**config.mk**
```make
export PLATFORM = sky130hd
export DESIGN_NAME = bcd_convert_scheduler
export DESIGN_NICKNAME = d
export VERILOG_FILES = /design/src/rtl/bcd_convert_scheduler.sv
export SDC_FILE = /design/constraint.sdc
export NUM_CORES = 1
export LEC_CHECK = 0
export CORE_UTILIZATION = 36
export CTS_CLUSTER_DIAMETER = 100
export DETAILED_ROUTE_END_ITERATION = 8
export HOLD_SLACK_MARGIN = 0.03
export PLACE_DENSITY = 0.7
export SYNTH_ARGS = -nofsm -noshare
export SYNTH_HDL_FRONTEND = slang
export SYNTH_SLANG_ARGS = --single-unit
```
**constraint.sdc**
```tcl
create_clock -name clk -period 2.5 [get_ports clk]
set_clock_uncertainty 0.1 [all_clocks]
set_input_delay 0.375 -clock clk [delete_from_list [all_inputs] [get_ports clk]]
set_output_delay 0.375 -clock clk [all_outputs]
set_load 0.02 [all_outputs]
```
**src/rtl/bcd_convert_scheduler.sv**
```systemverilog
`default_nettype none
// ============================================================================
// Module      : bcd_convert_scheduler
// Description : Four-requester round-robin scheduler feeding a sequential
//               6-bit binary to 2-digit BCD converter (shift-add-3).
// Revision    : 1.0 - initial release
// ============================================================================
module bcd_convert_scheduler #(
    parameter int MAX_VAL = 49
) (
    input  logic        clk,
    input  logic        rst_n,
    input  logic [3:0]  req,
    input  logic [23:0] data_in,
    output logic [3:0]  ack,
    output logic        busy,
    output logic [3:0]  tens,
    output logic [3:0]  units,
    output logic [1:0]  src,
    output logic        valid
);

    localparam logic [5:0] c_max_val   = 6'(MAX_VAL);
    localparam logic [2:0] c_last_step = 3'd5;
    localparam logic [3:0] c_err_digit = 4'd10;

    typedef enum logic [1:0] {
        IDLE = 2'd0,
        CONV = 2'd1,
        DONE = 2'd2
    } state_t;

    state_t      r_state;
    state_t      w_state_nxt;

    logic [1:0]  r_ptr;
    logic [2:0]  r_step;
    logic [5:0]  r_bin;
    logic [7:0]  r_bcd;
    logic        r_err;
    logic [1:0]  r_cur_src;
    logic [3:0]  r_ack;
    logic        r_valid;
    logic [3:0]  r_tens;
    logic [3:0]  r_units;
    logic [1:0]  r_src;

    logic        w_accept;
    logic        w_busy;
    logic [7:0]  w_req2;
    logic [3:0]  w_rot;
    logic [1:0]  w_off;
    logic [1:0]  w_gnt;
    logic [5:0]  w_operand;
    logic [3:0]  w_units_adj;
    logic [3:0]  w_tens_adj;
    logic [7:0]  w_bcd_nxt;
    logic [5:0]  w_bin_nxt;

    // Rotate requests so bit 0 is the current round-robin head.
    assign w_req2 = {req, req} >> r_ptr;
    assign w_rot  = w_req2[3:0];

    always_comb begin
        w_off = 2'd3;
        if (w_rot[0])      w_off = 2'd0;
        else if (w_rot[1]) w_off = 2'd1;
        else if (w_rot[2]) w_off = 2'd2;
    end

    assign w_gnt = r_ptr + w_off;

    always_comb begin
        w_operand = data_in[5:0];
        case (w_gnt)
            2'd0:    w_operand = data_in[5:0];
            2'd1:    w_operand = data_in[11:6];
            2'd2:    w_operand = data_in[17:12];
            default: w_operand = data_in[23:18];
        endcase
    end

    // One double-dabble step: correct nibbles >= 5, then shift the operand MSB in.
    assign w_units_adj = (r_bcd[3:0] >= 4'd5) ? (r_bcd[3:0] + 4'd3) : r_bcd[3:0];
    assign w_tens_adj  = (r_bcd[7:4] >= 4'd5) ? (r_bcd[7:4] + 4'd3) : r_bcd[7:4];
    assign w_bcd_nxt   = {w_tens_adj[2:0], w_units_adj, r_bin[5]};
    assign w_bin_nxt   = {r_bin[4:0], 1'b0};

    always_ff @(posedge clk or negedge rst_n) begin
        if (!rst_n) begin
            r_state <= IDLE;
        end else begin
            r_state <= w_state_nxt;
        end
    end

    always_comb begin
        w_state_nxt = r_state;
        w_accept    = 1'b0;
        w_busy      = 1'b0;
        case (r_state)
            IDLE: begin
                if (|req) begin
                    w_accept    = 1'b1;
                    w_state_nxt = CONV;
                end
            end
            CONV: begin
                w_busy = 1'b1;
                if (r_step == c_last_step) begin
                    w_state_nxt = DONE;
                end
            end
            DONE: begin
                w_busy = 1'b1;
                if (|req) begin
                    w_accept    = 1'b1;
                    w_state_nxt = CONV;
                end else begin
                    w_state_nxt = IDLE;
                end
            end
            default: begin
                w_state_nxt = IDLE;
            end
        endcase
    end

    always_ff @(posedge clk or negedge rst_n) begin
        if (!rst_n) begin
            r_ptr     <= 2'd0;
            r_step    <= 3'd0;
            r_bin     <= 6'd0;
            r_bcd     <= 8'd0;
            r_err     <= 1'b0;
            r_cur_src <= 2'd0;
            r_ack     <= 4'd0;
            r_valid   <= 1'b0;
            r_tens    <= 4'd0;
            r_units   <= 4'd0;
            r_src     <= 2'd0;
        end else begin
            r_ack   <= 4'd0;
            r_valid <= 1'b0;
            if (w_accept) begin
                r_ack     <= 4'b0001 << w_gnt;
                r_ptr     <= w_gnt + 2'd1;
                r_bin     <= w_operand;
                r_bcd     <= 8'd0;
                r_step    <= 3'd0;
                r_err     <= (w_operand > c_max_val);
                r_cur_src <= w_gnt;
            end else if (r_state == CONV) begin
                r_bin <= w_bin_nxt;
                r_bcd <= w_bcd_nxt;
                if (r_step == c_last_step) begin
                    r_step  <= 3'd0;
                    r_valid <= 1'b1;
                    r_src   <= r_cur_src;
                    r_tens  <= r_err ? c_err_digit : w_bcd_nxt[7:4];
                    r_units <= r_err ? c_err_digit : w_bcd_nxt[3:0];
                end else begin
                    r_step <= r_step + 3'd1;
                end
            end
        end
    end

    assign ack   = r_ack;
    assign busy  = w_busy;
    assign valid = r_valid;
    assign tens  = r_tens;
    assign units = r_units;
    assign src   = r_src;

endmodule
`default_nettype wire

```
==> flow_metrics.env <==
export IMPL_area_delta_synth_final_pct=42.31
export IMPL_share_clk_of_total_power_pct=10.4
export IMPL_syn_std_cell_area_um2=2115
export IMPL_final_setup_viol_count=4
export IMPL_synthesis_yosys_warnings=0
export IMPL_arrival_ns=2.71
export IMPL_post_synth_edffs=0
export IMPL_cp_cell_sequence="nand2b_1 -> a21oi_1 -> o21ai_1 -> o21ai_2 -> ha_4 -> xor2_4 -> buf_12 -> ha_4 -> a222oi_1 -> buf_4 -> a31oi_1 -> a32o_1"
export IMPL_power_per_cell_area_nw_per_um2=1383
export IMPL_p_switching_mw=1.707
export IMPL_clockBufferDepth=2
export IMPL_fin_setup_tns_ns=-0.1497
export IMPL_synth_seq_area_share_pct=46.15
export IMPL_synth_area_leaders="sky130_fd_sc_hd__dfrtp_1 46%, sky130_fd_sc_hd__ha_1 8.3%, sky130_fd_sc_hd__mux2i_1 6.2%"
export IMPL_sw_frac_of_total_pct=41.03
export IMPL_drive_gt1_share_pct=18.02
export IMPL_yosysTopAreaCell="sky130_fd_sc_hd__dfrtp_1"
export IMPL_totalWireLength_mm=4.747
export IMPL_start_kind="flip-flop"
export IMPL_holdBufCountCts=0
export IMPL_cellInternalPower_mw=2.453
export IMPL_clock_insertion_delay_worst_skew_ns=0.29
export IMPL_worst_hold_path_type="in2async"
export IMPL_vias=1776
export IMPL_first_pass_grt_wire_length_mm=8.155
export IMPL_place_congestion=0.8743
export IMPL_fmax_mhz=381.7
export IMPL_fin_crit_ns=2.620
export IMPL_regToRegStartpoint="r_ptr[1]"
export IMPL_postSynthRegisterBits=39
export IMPL_avgSynthCellArea_um2=10.02
export IMPL_path_buf_inv=2
export IMPL_insertedDiodeCount=0
export IMPL_reg2reg_setup_slack_ns=-0.12
export IMPL_sequentialPowerShare_pct=25.6
export IMPL_nets=327
export IMPL_die_area_um2=6184
export IMPL_finalInstanceArea_um2=3009
export IMPL_globalRoute_totalOverflow=0
export IMPL_initial_antenna_violation_count=0
export IMPL_tritoncts_clock_tree="done"
export IMPL_multi_input_gate_area_in_the_final_layout_um2=1151
export IMPL_slowest_stage="sky130_fd_sc_hd__dfrtp_1"
export IMPL_initial_core_utilization_pct=37.93
export IMPL_timing_critical_path_slowest_cell_delay_ns=0.41
export IMPL_dpl_hpwl_mm=3.269
export IMPL_regToRegEndpoint="r_err"
export IMPL_final_report_hold_violation_count=0
export IMPL_maxSlewViolCount=0
export IMPL_clock_tree_htree_level_count=2
export IMPL_chipHeight_um=78.64
export IMPL_placed_area_um2=2796
export IMPL_critical_path_peak_fanout=7
export IMPL_power_combinational_fraction_pct=64.0
export IMPL_grt_util_all_layers_pct=17.26
export IMPL_clock_root_buffer="sky130_fd_sc_hd__clkbuf_8"
export IMPL_fp_row_count=27
export IMPL_die_width_um=78.64
export IMPL_seq_area_um2=975.9
export IMPL_maximum_number_of_pins_on_one_net_before_global_route_repair=40
export IMPL_finalCritPeriodShare_pct=104.8
export IMPL_wl_per_cell_um=13.37
export IMPL_syn_instance_count=211
export IMPL_crit_top_cell="sky130_fd_sc_hd__ha_4"
export IMPL_port_buffer_count=45
export IMPL_synth_net_count=255
export IMPL_path_depth_of_the_worst_reg2reg_path=12
export IMPL_rsz0062_at_grt="yes"
export IMPL_setup_ws_ns=-0.1201
export IMPL_dominantRegCellSynth="sky130_fd_sc_hd__dfrtp_1"
export IMPL_max_slew_margin_pct=41.91
export IMPL_run_status="complete, but fails checks"
export IMPL_worst_setup_path_type="reg2reg"
export IMPL_cts_inserted_buffers=5
export IMPL_yosysMostFrequentCell="sky130_fd_sc_hd__dfrtp_1"
export IMPL_setup_worst_path_end_class="flip-flop"
export IMPL_firstDrtPassIters=4
export IMPL_total_power_mw=4.160
export IMPL_violations="negative setup slack"
export IMPL_design_core_area_um2=5574
export IMPL_synth_async_reset_ratio_pct=100.0
export IMPL_final_core_util_pct=53.98
export IMPL_detail_route_iter0_violations=127
export IMPL_vdd_drop_max_mv=0.8095
export IMPL_clkSlewWorstSetupHoldPaths_ns=0.08
export IMPL_per_cell_via_count_in_the_routed_design=5.003
export IMPL_grt_pass1_vias=1792
export IMPL_design_portCount=46
export IMPL_path_delay_family="compound AO/OA/AOI/OAI gates"
export IMPL_tightestPinTransition_ns=0.8713
export IMPL_filler_cell_count=491
export IMPL_maxCapViolations=0
export IMPL_synth_top_cell_area_share_pct=46.15
export IMPL_yosysUniqueCellTypes=39
export IMPL_detail_route_antenna_nets=0
export IMPL_worst_ep_required_time_ns=2.59
export IMPL_cts_sinks=39
export IMPL_synth_common_cells="39 x sky130_fd_sc_hd__dfrtp_1, 19 x sky130_fd_sc_hd__nor2_1, 17 x sky130_fd_sc_hd__nand2_1"
export IMPL_p_leak_nw=1.364
export IMPL_drc=0
[cells by family after synthesis]
logic type	share of synthesized area (%)
AO/OA/AOI/OAI	17.22
XOR/XNOR	1.657
adder cells (fa/ha/maj)	8.284
buffers and inverters	3.905
flip-flops	46.15
multiplexers	7.574
AND/OR/NAND/NOR	15.21
[state kept, by name, summed over array words and instances (netlist names)]
register,count
r_bcd,8
r_bin,6
ack,4
r_cur_src,2
tens,4
valid,1
r_state,2
r_ptr,2
units,4
r_err,1
r_step,3
src,2
[routing by layer]
| metal | global-route usage (%) | vias up | part of all wire, % |
|---|---|---|---|
| met5 | 0 | - | 0 |
| met1 | 21.95 | 822 | 46 |
| met3 | 4.651 | 10 | 4.6 |
| met4 | 7.778 | 0 | 1.7 |
| met2 | 27.22 | 52 | 47 |
| li1 | - | 892 | - |
[area by class of cell]
type / count / area share, %
well taps: 72 / 2.994
repair buffers: 73 / 22.04
flip-flops and latches: 39 / 32.43
inverters: 11 / 1.372
clock inverters: 1 / 0.1663
clock buffers: 6 / 2.744
multi-input cells: 153 / 38.25
[repair_timing]
action / in CTS / in global routing
cloned: 0 / 0
setup buffers: 7 / 0
setup endpoints to repair: 7 / 7
pin swaps: 7 / 4
gates resized for setup: 15 / 3
[per-stage QoR]
| stage | hold slack, ns | instances | worst slack [ns] |
|---|---|---|---|
| detailed placement | 0.3656 | 341 | -0.6501 |
| global route | 0.1640 | 355 | -0.2391 |
| global placement | 0.3647 | 341 | -0.5820 |
| finish | 0.09237 | 355 | -0.1201 |
| floorplan | -0.02059 | 211 | 0.001613 |
| CTS | 0.1202 | 355 | -0.1011 |
[power by group through the flow]
stage / sequential [mW] / clock [mW] / combinational [mW]
2_1_floorplan: 1.14 / 0 / 1.34
3_3_place_gp: 1.07 / 0 / 2.18
3_5_place_dp: 1.08 / 0 / 2.21
4_1_cts: 1.06 / 0.450 / 2.58
5_1_grt: 1.10 / 0.474 / 2.91
6_report: 1.07 / 0.432 / 2.66
[worst max-delay path by stage]
stage                        start    end  slack, ns  depth (start not counted)
after floorplan           r_ptr[1]  r_err      0.002                         12
after global placement      req[3]  r_err      -0.58                         10
after detailed placement    req[3]  r_err      -0.65                         13
after CTS                 r_ptr[1]  r_err      -0.10                         12
after global routing      r_ptr[1]  r_err      -0.24                         12
final                     r_ptr[1]  r_err      -0.12                         12
[cells in the final DEF, fill, tap and decap left out, types with 3 or more instances in the layout]
master                             n
sky130_fd_sc_hd__o21ai_0          11
sky130_fd_sc_hd__clkdlybuf4s50_1  40
sky130_fd_sc_hd__dlygate4sd2_1     4
sky130_fd_sc_hd__o21ai_1           9
sky130_fd_sc_hd__ha_4              4
sky130_fd_sc_hd__a21oi_1          14
sky130_fd_sc_hd__mux2i_1          13
sky130_fd_sc_hd__dfrtp_1          39
sky130_fd_sc_hd__nand3b_1          3
sky130_fd_sc_hd__ha_1             10
sky130_fd_sc_hd__nand2_1          17
sky130_fd_sc_hd__xnor2_1           3
sky130_fd_sc_hd__nand2b_1          4
sky130_fd_sc_hd__inv_1             9
sky130_fd_sc_hd__a222oi_1          5
sky130_fd_sc_hd__a211oi_1          4
sky130_fd_sc_hd__nor3b_1           4
sky130_fd_sc_hd__a22o_1            3
sky130_fd_sc_hd__buf_4            27
sky130_fd_sc_hd__nor2_1           19
sky130_fd_sc_hd__and2_1            5
sky130_fd_sc_hd__clkbuf_8          6
sky130_fd_sc_hd__nand3_1           3
Note: power is estimated with default switching activity, not from simulation.
